--- config.mk ---
export PLATFORM = sky130hd
export DESIGN_NAME = mul_hilo_ctrl
export DESIGN_NICKNAME = d
export VERILOG_FILES = /design/src/rtl/mul_hilo_ctrl_pkg.sv /design/src/rtl/mul_ufix.sv /design/src/rtl/mul_hilo_ctrl.sv
export SDC_FILE = /design/constraint.sdc
export NUM_CORES = 1
export LEC_CHECK = 0
export CAP_MARGIN = 20
export CORE_AREA = 10 10 156 158
export DETAILED_ROUTE_END_ITERATION = 6
export DIE_AREA = 0 0 166 168
export PLACE_DENSITY = 0.79
export SLEW_MARGIN = 20
export SYNTH_ARGS = -nofsm -noshare
export SYNTH_HDL_FRONTEND = slang
export SYNTH_HIERARCHICAL = 1
export SYNTH_SLANG_ARGS = --single-unit
--- constraint.sdc ---
create_clock -name clk -period 5.5 [get_ports clk]
set_input_delay 0.55 -clock clk [delete_from_list [all_inputs] [get_ports clk]]
set_output_delay 0.55 -clock clk [all_outputs]
set_load 0.005 [all_outputs]
--- src/rtl/mul_hilo_ctrl_pkg.sv ---
// Shared definitions for the multiply issue/writeback stage: MDU opcodes and FSM state encodings.
package mul_hilo_ctrl_pkg;

  localparam logic [1:0] MDU_OP_MULT  = 2'b00;
  localparam logic [1:0] MDU_OP_MULTU = 2'b01;
  localparam logic [1:0] MDU_OP_MTHI  = 2'b10;
  localparam logic [1:0] MDU_OP_MTLO  = 2'b11;

  localparam logic [1:0] ST_IDLE  = 2'd0;
  localparam logic [1:0] ST_START = 2'd1;
  localparam logic [1:0] ST_WAIT  = 2'd2;
  localparam logic [1:0] ST_FIX   = 2'd3;

  // MULT/MULTU use the multiplier; MTHI/MTLO are direct register writes.
  function automatic logic is_mul_op(input logic [1:0] op);
    return ~op[1];
  endfunction

endpackage

--- src/rtl/mul_ufix.sv ---
// Converts a signed 32x32 product into the unsigned one when is_u_i is set:
// each operand with its MSB set contributes the other operand shifted up by 32.
module mul_ufix (
  input  logic [63:0] prod_i,
  input  logic [31:0] a_i,
  input  logic [31:0] b_i,
  input  logic        is_u_i,
  output logic [63:0] p_o
);

  logic [63:0] corr;

  assign corr = (a_i[31] ? {b_i, 32'b0} : 64'b0) + (b_i[31] ? {a_i, 32'b0} : 64'b0);
  assign p_o  = prod_i + (is_u_i ? corr : 64'b0);

endmodule

--- src/rtl/mul_hilo_ctrl.sv ---
// Multiply issue/writeback stage: sequences the external mul32 through restart/wait/fix
// and owns the architectural HI/LO registers.
module mul_hilo_ctrl
  import mul_hilo_ctrl_pkg::*;
#(
  parameter int unsigned MAX_WAIT  = 40,
  parameter int unsigned DONE_MASK = 2
) (
  input  logic        clk,
  input  logic        rst,
  input  logic        op_valid,
  input  logic [1:0]  op_code,
  input  logic [31:0] rs_data,
  input  logic [31:0] rt_data,
  input  logic        flush,
  output logic        op_ready,
  output logic        busy,
  output logic [31:0] hi,
  output logic [31:0] lo,
  output logic        mul_err,
  output logic        mul_rst,
  output logic [31:0] mul_a,
  output logic [31:0] mul_b,
  input  logic [63:0] mul_c,
  input  logic        mul_done
);

  localparam int unsigned CW = $clog2(MAX_WAIT + 1);

  logic [1:0]    state_q, state_d;
  logic [31:0]   hi_q, hi_d, lo_q, lo_d;
  logic [31:0]   a_q, a_d, b_q, b_d;
  logic          is_u_q, is_u_d;
  logic          err_q, err_d;
  logic          mul_rst_q, mul_rst_d;
  logic [CW-1:0] cnt_q, cnt_d;
  logic [63:0]   fix_p;
  logic          accept;

  mul_ufix u_ufix (
    .prod_i (mul_c),
    .a_i    (a_q),
    .b_i    (b_q),
    .is_u_i (is_u_q),
    .p_o    (fix_p)
  );

  assign accept = op_valid && (state_q == ST_IDLE) && !flush;

  always_comb begin
    // NOTE: every next-state signal gets a hold default first so no path infers a latch.
    state_d = state_q;
    hi_d    = hi_q;
    lo_d    = lo_q;
    a_d     = a_q;
    b_d     = b_q;
    is_u_d  = is_u_q;
    err_d   = err_q;
    cnt_d   = cnt_q;

    case (state_q)
      ST_IDLE: begin
        if (accept) begin
          if (is_mul_op(op_code)) begin
            a_d     = rs_data;
            b_d     = rt_data;
            is_u_d  = op_code[0];
            state_d = ST_START;
          end else if (op_code == MDU_OP_MTHI) begin
            hi_d = rs_data;
          end else begin
            lo_d = rs_data;
          end
        end
      end
      ST_START: begin
        cnt_d   = '0;
        state_d = ST_WAIT;
      end
      ST_WAIT: begin
        cnt_d = cnt_q + 1'b1;
        // Done is a level that may still be high from the previous product right after restart.
        if (mul_done && (cnt_q >= CW'(DONE_MASK))) begin
          state_d = ST_FIX;
        end else if (cnt_q == CW'(MAX_WAIT - 1)) begin
          err_d   = 1'b1;
          state_d = ST_IDLE;
        end
      end
      default: begin
        {hi_d, lo_d} = fix_p;
        state_d      = ST_IDLE;
      end
    endcase

    if (flush && (state_q != ST_IDLE)) begin
      state_d = ST_IDLE;
      hi_d    = hi_q;
      lo_d    = lo_q;
      err_d   = err_q;
    end

    // mul_rst is mul32's async reset, so it comes straight from a flop: low only while in START.
    mul_rst_d = (state_d != ST_START);
  end

  always_ff @(posedge clk or negedge rst) begin
    if (!rst) begin
      state_q   <= ST_IDLE;
      hi_q      <= '0;
      lo_q      <= '0;
      a_q       <= '0;
      b_q       <= '0;
      is_u_q    <= 1'b0;
      err_q     <= 1'b0;
      mul_rst_q <= 1'b0;
      cnt_q     <= '0;
    end else begin
      // NOTE: state registers use non-blocking assignments so all flops update from pre-edge values.
      state_q   <= state_d;
      hi_q      <= hi_d;
      lo_q      <= lo_d;
      a_q       <= a_d;
      b_q       <= b_d;
      is_u_q    <= is_u_d;
      err_q     <= err_d;
      mul_rst_q <= mul_rst_d;
      cnt_q     <= cnt_d;
    end
  end

  assign op_ready = (state_q == ST_IDLE);
  assign busy     = (state_q != ST_IDLE);
  assign hi       = hi_q;
  assign lo       = lo_q;
  assign mul_err  = err_q;
  assign mul_rst  = mul_rst_q;
  assign mul_a    = a_q;
  assign mul_b    = b_q;

endmodule

; Word-level counts from Yosys, hierarchy flattened
; Index checks and enable logic that the tools add are counted.
; Widths: inputs -> output; s select.
[op_classes]
bitwise_logic = 4
n_lt_le_gt_ge = 1
addsub = 3
reduce_logical = 13
n_mux = 18
eq_ne = 9
[op_table]
columns = op, n
row1 = $mux 32, 6
row2 = $mux 64, 3
row3 = $add 64x64->64, 2
row4 = $pmux 32 s2, 2
row5 = $pmux 6 s2, 1
row6 = $mux 2, 5
row7 = $reduce_and 5->1, 2
row8 = $add 6x1->6 const B, 1
row9 = $eq 6x6->1 const B, 1
row10 = $ge 6x2->1 const B, 1
row11 = $ne 2x1->1 const B, 3
row12 = $pmux 2 s3, 1
row13 = $eq 2x2->1 const B, 2
row14 = $logic_and 1x1->1, 4
row15 = $ne 2x2->1 const B, 2
row16 = $not 1->1, 4
row17 = $reduce_and 4->1, 1
row18 = $reduce_bool 2->1, 2
row19 = $reduce_and 3->1, 1
row20 = $eq 2x1->1 const B, 1
row21 = $logic_not 2->1, 1
row22 = $reduce_or 2->1, 1
row23 = $logic_not 1->1, 1
[word_totals]
ff_bits = 139

; Depth between registers and ports, before layout
; Gate-level depths: netlist (run 1).
[logic_depth]
depth_word = 7
ltp_mapped = 24
ltp_nobuf = 23

; Hierarchy
; The synthesis (run 1) kept the hierarchy.
[by_module_without_submodules]
columns = module, seq_area_each_um2, n_inst, cells_each, area_each_um2
row1 = mul_hilo_ctrl, 3478.3, 1, 481, 6507.5
row2 = mul_ufix, 0.0, 1, 564, 3915.0

; Worst setup path before layout (run 1)
; OpenSTA, ideal clock, no wires.
[synth_path]
kind = reg-to-reg
start = register a_q[31] (netlist: mul_a[31])
end = register hi_q[28] (netlist: hi[28])
n_path_buf = 1
arrival_ns = 4.454
required_time_ns = 5.378
path_slack_ns = 0.924
stages_incl_launch_ff = 23
cell_sequence = dfrtp_1 -> clkbuf_1 -> and2_1 -> ha_1 -> inv_1 -> fa_1 -> nor2b_4 -> o31a_1 -> o41ai_2 -> o21bai_2 -> a2111oi_2 -> nor2_1 -> xor2_1 -> and2_1 -> ha_1 -> a21o_1 -> a21oi_1 -> o21ai_0 -> a21oi_1 -> nor2_1 -> or4_1 -> mux2i_1 -> a21oi_2
[synth_between]
elab_chain_len = 5
[synth_lines]
columns = element, line_no
row1 = start: declaration, mul_hilo_ctrl.sv:32  ; logic [31:0] a_q, a_d, b_q, b_d;
row2 = start signal: assignment, mul_hilo_ctrl.sv:112  ; a_q <= '0;
row3 = start signal: assignment, mul_hilo_ctrl.sv:123  ; a_q <= a_d;
row4 = $mux 64, mul_ufix.sv:13  ; assign corr = (a_i[31] ? {b_i, 32'b0} : 64'b0) + (b_i[31] ? {a_i, 32'b0} : 64'b0);
row5 = $add 64x64->64, mul_ufix.sv:13
row6 = $mux 64, mul_ufix.sv:14  ; assign p_o = prod_i + (is_u_i ? corr : 64'b0);
row7 = $add 64x64->64, mul_ufix.sv:14
row8 = named net fix_p[60], mul_hilo_ctrl.sv:37  ; logic [63:0] fix_p;
row9 = $pmux 32 s2, mul_hilo_ctrl.sv:61  ; case (state_q)
row10 = end signal: assignment, mul_hilo_ctrl.sv:121  ; hi_q <= hi_d;
row11 = end: declaration, mul_hilo_ctrl.sv:31  ; logic [31:0] hi_q, hi_d, lo_q, lo_d;
; The timed path passes the listed nets, and every way through them passes these cells.
; A chain may end at the register's enable or synchronous reset.

; Worst setup path after layout (run 1)
[layout_path]
start = register b_q[31] (netlist: mul_b[31])
end = register hi_q[28] (netlist: hi[28])
[layout_between]
elab_chain_len = 5
[layout_lines]
columns = element, line_no
row1 = start: declaration, mul_hilo_ctrl.sv:32
row2 = start signal: assignment, mul_hilo_ctrl.sv:113  ; b_q <= '0;
row3 = start signal: assignment, mul_hilo_ctrl.sv:124  ; b_q <= b_d;
row4 = $mux 64, mul_ufix.sv:13
row5 = $add 64x64->64, mul_ufix.sv:13
row6 = $mux 64, mul_ufix.sv:14
row7 = $add 64x64->64, mul_ufix.sv:14
row8 = named net fix_p[60], mul_hilo_ctrl.sv:37
row9 = $pmux 32 s2, mul_hilo_ctrl.sv:61
; The timed path passes the listed nets, and every way through them passes these cells.

==> results.cfg, run 1 <==
[sta]
setup_violations = 0
fin_crit_sh = 0.926
hold_viol = 0
fmax_ghz = 0.196
clock_skew_ns = 0.00991
tightest_slew_ns = 0.870
fin_crit_ns = 5.09
rsz0062_at_grt = no
finalSetupTns_ns = 0
drv_slew = 0
slew_headroom = 0.420
fin_hold_ws_ns = 0.178

[drt]
drtIter0Drc = 584
ant_nets = 0
drt_pass1_iterations = 7
totalWireLength_um = 30800
wl_per_cell_um = 19.8
route.vias.total = 8449
viasPerCell = 5.42
drc = 0

[synth]
yosys_register_bits = 139
async_flop_share = 1.00
syn-cell-area_sq_um = 10400
yosys.area.top_type = dfrtp_1
synth_edf_count = 0
synth_common_cells = dfrtp_1 (139), nor2_1 (118), ha_1 (68)
synth_most_common_cell = dfrtp_1
ys_warn_count = 6
yosys.area.top_type_share = 0.334
avgSynthCellArea_sq_um = 9.97
syn_inst = 1045
synthFlopType = dfrtp_1
synthTopCellsByArea = dfrtp_1 (33%), ha_1 (8.2%), mux2_4 (7.2%), mux2i_1 (6.3%), a21oi_2 (4.7%)
ys_types = 76
syn_nets = 1250
ys_seq_area_frac = 0.334

[layout]
nets = 1471
area_delta_synth_final_pct = 30.1
antenna-diode-count = 0
drive_gt1_frac = 0.150

[placement]
routabilityCongestion = 0.946
port_buffers = 266
place_hpwl_um = 23900

[clock_tree]
cts_setup_buffers = 0
cts_tree = done
cts-htree-levels = 4
clockBufferDepth = 2
cts_sinks = 139
cts-root-buf = clkbuf_16
insertion_delay_ns = 0.43
clkTransAtPathRegs_ns = 0.07
numCtsBuffers = 17

[grt]
gr-max-usage-layer = met2
grt-ovfl-total = 0
grt_max_degree = 92
grt_pass1_wl_um = 48500
antenna_found_initial = 1
met3_usage = 0.0617
grtUsageMet1 = 0.269
grtUsageTotal = 0.214
grt_pass1_vias = 8755
use_met2 = 0.357

[pwr]
ir_drop_uv = 261
power_density_nw_per_um2 = 633
p_leak_uw = 0.00607

[setup_path]
cpMaxStageDelayCell = dfrtp_2
crit_arrival_ns = 5.38
end_kind = register
cp_num_buf_inv = 1
cp_top_family = compound AO/OA/AOI/OAI gates
worst-path-max-fanout = 17
critPathKind = register to register
worstReg2RegStart = mul_b[31]
max_stage_delay_ns = 0.51
crit_start = mul_b[31]
cp-start-kind = register
critPathRequiredTime_ns = 5.78
path_cells = and2_1 -> ha_1 -> inv_1 -> fa_1 -> nor2b_4 -> o31a_1 -> o41ai_2 -> o21bai_2 -> a2111oi_2 -> nor2_1 -> xor2_1 -> and2_1 -> ha_1 -> a21o_1 -> a21oi_1 -> o21ai_0 -> a21oi_1 -> nor2_1 -> or4_1 -> mux2i_1 -> a21oi_2

[floorplan]
std_cell_rows = 54
start_util = 0.487
io_pins = 267
core_sq_um = 21400
fp.dieW_um = 166
die_area_sq_um = 27900
die_y_um = 168

[hold_path]
hp-class = primary input to asynchronous set/reset pin

[run]
cap_violations = 0

[run_status]
status = finished, final reports clean
[sequential cells by signal, indices dropped and copies added (netlist names)]
register	flops
hi	32
lo	32
mul_a	32
mul_b	32
cnt_q	6
state_q	2
is_u_q	1
mul_err	1
mul_rst	1
[what timing repair did]
action,in CTS,in global routing
gates resized for setup,0,2
endpoints found under the hold margin,0,0
hold buffers,0,0
setup endpoints to repair,0,5
[through the flow]
step	cell area (sq um)	power [uW]	worst slack [ns]	util	cells
global route	13600	9230	0.0174	0.633	1559
CTS	13500	8610	0.256	0.632	1559
detailed placement	12900	7340	0.309	0.603	1527
global placement	12900	7260	0.430	0.603	1527
floorplan	10400	5390	0.924	-	1045
finish	13600	8580	0.405	0.633	1559
[per-layer routing]
layer  wire, um  up-vias
li1           -     4116
met4        376        2
met1      13700     4053
met2      14800      251
met3       1920       27
met5         13        -
[report_power, final]
part / internal [uW] / switching (uW) / total, uW
combinational: 2770 / 2650 / 5420
clock: 755 / 483 / 1240
sequential: 1510 / 410 / 1920
[worst paths after layout]
path                       slack, ns       end  depth (start not counted)
hold reg to reg                 0.47   mul_err                          2
min in group clk                0.47   mul_err                          2
setup / recovery                0.41    hi[28]                         21
max in group asynchronous       4.09    hi[18]                          2
setup reg to reg                0.41    hi[28]                         21
hold / removal                  0.18  cnt_q[3]                          1
[layout make-up]
cell class,instances,area [sq um]
Fill cell,1805,7860
Multi-Input combinational cell,803,6250
Sequential cell,139,3480
Timing Repair Buffer,277,2750
Clock buffer,20,467
Tap cell,280,350
Clock inverter,12,160
Inverter,28,105
[placed cells by master, fill, tap and decap left out, types with 6 or more instances in the layout]
| master | synthesis | final |
|---|---|---|
| clkdlybuf4s50_1 | 0 | 265 |
| dfrtp_1 | 139 | 138 |
| nor2_1 | 118 | 118 |
| ha_1 | 68 | 67 |
| and2_1 | 67 | 67 |
| mux2i_1 | 66 | 66 |
| a21oi_1 | 57 | 57 |
| a21oi_2 | 56 | 56 |
| mux2_4 | 50 | 50 |
| nand2_1 | 42 | 42 |
| o21ai_0 | 32 | 32 |
| xnor2_1 | 30 | 30 |
| inv_1 | 27 | 27 |
| xor2_1 | 24 | 24 |
| a21o_1 | 23 | 23 |
| clkbuf_16 | 0 | 17 |
| mux2_2 | 15 | 15 |
| nand4_1 | 14 | 14 |
| nor3_1 | 12 | 12 |
| nand3_1 | 12 | 12 |
| buf_4 | 37 | 11 |
| o21bai_1 | 8 | 8 |
| nand2b_1 | 8 | 8 |
| o211ai_1 | 7 | 7 |
| nor2b_1 | 6 | 6 |
| a31oi_1 | 6 | 6 |
[cell families (layout without fill, tap and decap cells)]
logic type               after synthesis  in the layout  share of synthesized area
AND/OR/NAND/NOR                      305            305                      0.146
flip-flops                           139            139                      0.334
multiplexers                         131            131                      0.152
XOR/XNOR                              54             54                     0.0454
adder cells (fa/ha/maj)               70             70                     0.0855
buffers and inverters                103            337                     0.0688
AO/OA/AOI/OAI                        243            243                      0.169
(Power assumes the default switching activity.)
==> inputs of run 2 (changes only) <==
- clock period: 5.5 -> 5.65 ns (I/O delays scaled with it)
==> results.cfg, run 2 (synthesis gave the netlist of run 1 again) <==
[run_status]
status = finished, final reports clean

[pwr]
power_density_nw_per_um2 = 621
p_sw_frac = 0.409
p_seq_frac = 0.219
clkPwrFrac = 0.153
ir_drop_uv = 259
p_sw_uw = 3450
p_leak_uw = 0.00608
p_comb_frac = 0.628
p_int_uw = 4980

[layout]
area_delta_synth_final_pct = 30.3
most-common-layout-cells = clkdlybuf4s50_1 (265), dfrtp_1 (139), nor2_1 (118)
finalNonFillerCells = 1559
final_common_cell = clkdlybuf4s50_1
final_area_sq_um = 13600
fin_util = 0.634
antenna-diode-count = 0
n_fill_cell = 1808
nets = 1471
drive_gt1_frac = 0.148

[drt]
totalWireLength_um = 30700
drc = 0
viasPerCell = 5.48
wl_per_cell_um = 19.7
ant_nets = 0
route.vias.total = 8539
drt_pass1_iterations = 5
drtIter0Drc = 571

[setup_path]
r2r_end = hi[28]
worstReg2RegStart = mul_b[31]
cp-start-kind = register
end_kind = register
reg2reg_depth = 22
crit_arrival_ns = 5.46
ff2ff_setup_slack_ns = 0.47
critPathKind = register to register
critPathRequiredTime_ns = 5.92
worst-path-max-fanout = 28

[grt]
grt-ovfl-total = 0
grt_pass1_wl_um = 49200
grtUsageTotal = 0.215
grt_pass1_vias = 8898
antenna_found_initial = 1
grt_max_degree = 78

[placement]
port_buffers = 266
place_hpwl_um = 23800
dpl-instance-area_sq_um = 12900
routabilityCongestion = 0.941
place_inst = 1526

[clock_tree]
insertion_delay_ns = 0.43
cts-root-buf = clkbuf_16
cts_hold_buf = 0
numCtsBuffers = 17
cts_tree = done
clkTransAtPathRegs_ns = 0.06
clockBufferDepth = 2
cts_sinks = 139
cts-htree-levels = 4

[sta]
rsz0062_at_grt = no
tightest_slew_ns = 0.838
drv_slew = 0
fmax_ghz = 0.193
clock_skew_ns = 0.0108
fin_crit_sh = 0.918
fin_hold_ws_ns = 0.158
fin_crit_ns = 5.18
slew_headroom = 0.441
finalSetupTns_ns = 0
setup_violations = 0
hold_viol = 0

[hold_path]
hp-class = primary input to asynchronous set/reset pin

[floorplan]
io_pins = 267
std_cell_rows = 54
start_util = 0.487
die_y_um = 168
core_sq_um = 21400
fp.dieW_um = 166
die_area_sq_um = 27900

[run]
cap_violations = 0
## run 2: layer usage
layer,GRT usage,vias up,wire [um]
met4,0.0636,2,567
met1,0.274,4117,13600
met3,0.0582,37,1940
met2,0.351,268,14600
li1,-,4115,-
met5,0,-,20
## run 2: area by class of cell
type	count	area, sq um	area share
Clock buffer	20	457	0.0336
Sequential cell	139	3480	0.256
Clock inverter	12	208	0.0153
Inverter	28	105	0.00774
Tap cell	280	350	0.0258
Timing Repair Buffer	277	2750	0.202
Multi-Input combinational cell	803	6240	0.459
## run 2: per-stage QoR
stage / setup slack [ns] / power [uW]
2_1_floorplan: 1.07 / 5250
3_3_place_gp: 0.653 / 7050
3_5_place_dp: 0.513 / 7130
4_1_cts: 0.475 / 8470
5_1_grt: 0.0144 / 9070
6_report: 0.465 / 8440
## run 2: timing repair
| item | CTS | global route |
|---|---|---|
| endpoints found under the hold margin | 0 | 0 |
| endpoints found under the setup margin | 0 | 2 |
| setup buffers | 0 | 1 |
| gates resized for setup | 0 | 1 |
## run 2: power by group through the flow
stage / combinational, uW / sequential [uW] / clock (uW)
after floorplan: 3450 / 1800 / 0
after global placement: 5200 / 1850 / 0
after detailed placement: 5270 / 1870 / 0
after CTS: 5310 / 1850 / 1310
after global routing: 5800 / 1920 / 1360
final: 5300 / 1850 / 1290
## run 2: worst max-delay path by stage
| stage | startpoint | to | slack [ns] | cells after the start |
|---|---|---|---|---|
| final | mul_b[31] | hi[28] | 0.47 | 22 |
| after global routing | mul_b[31] | hi[28] | 0.01 | 22 |
| after CTS | mul_b[31] | hi[28] | 0.48 | 22 |
| after detailed placement | mul_b[31] | hi[28] | 0.51 | 22 |
| after global placement | mul_a[31] | hi[28] | 0.65 | 23 |
| after floorplan | mul_a[31] | hi[28] | 1.07 | 22 |
## run 2: worst max-delay path: stages, from the launching register on
cell	delay [ns]
dfrtp_1	0.42
buf_4	0.28
nand2_1	0.14
inv_1	0.08
ha_1	0.23
a21oi_1	0.20
o211ai_1	0.25
o211ai_1	0.37
and3_1	0.22
o21ai_0	0.13
a41oi_1	0.27
xor2_1	0.17
nor2_1	0.06
ha_1	0.38
a21o_1	0.19
a21o_1	0.17
a21oi_1	0.26
o21ai_0	0.16
a21oi_1	0.21
nor2_1	0.06
or4_1	0.51
mux2i_1	0.18
a21oi_2	0.07
==> inputs of run 3 (changes only) <==
- CAP_MARGIN: 20 -> 5
==> results of run 3 <==
No change in the layout: final DEF, timing and power equal those of run 2.
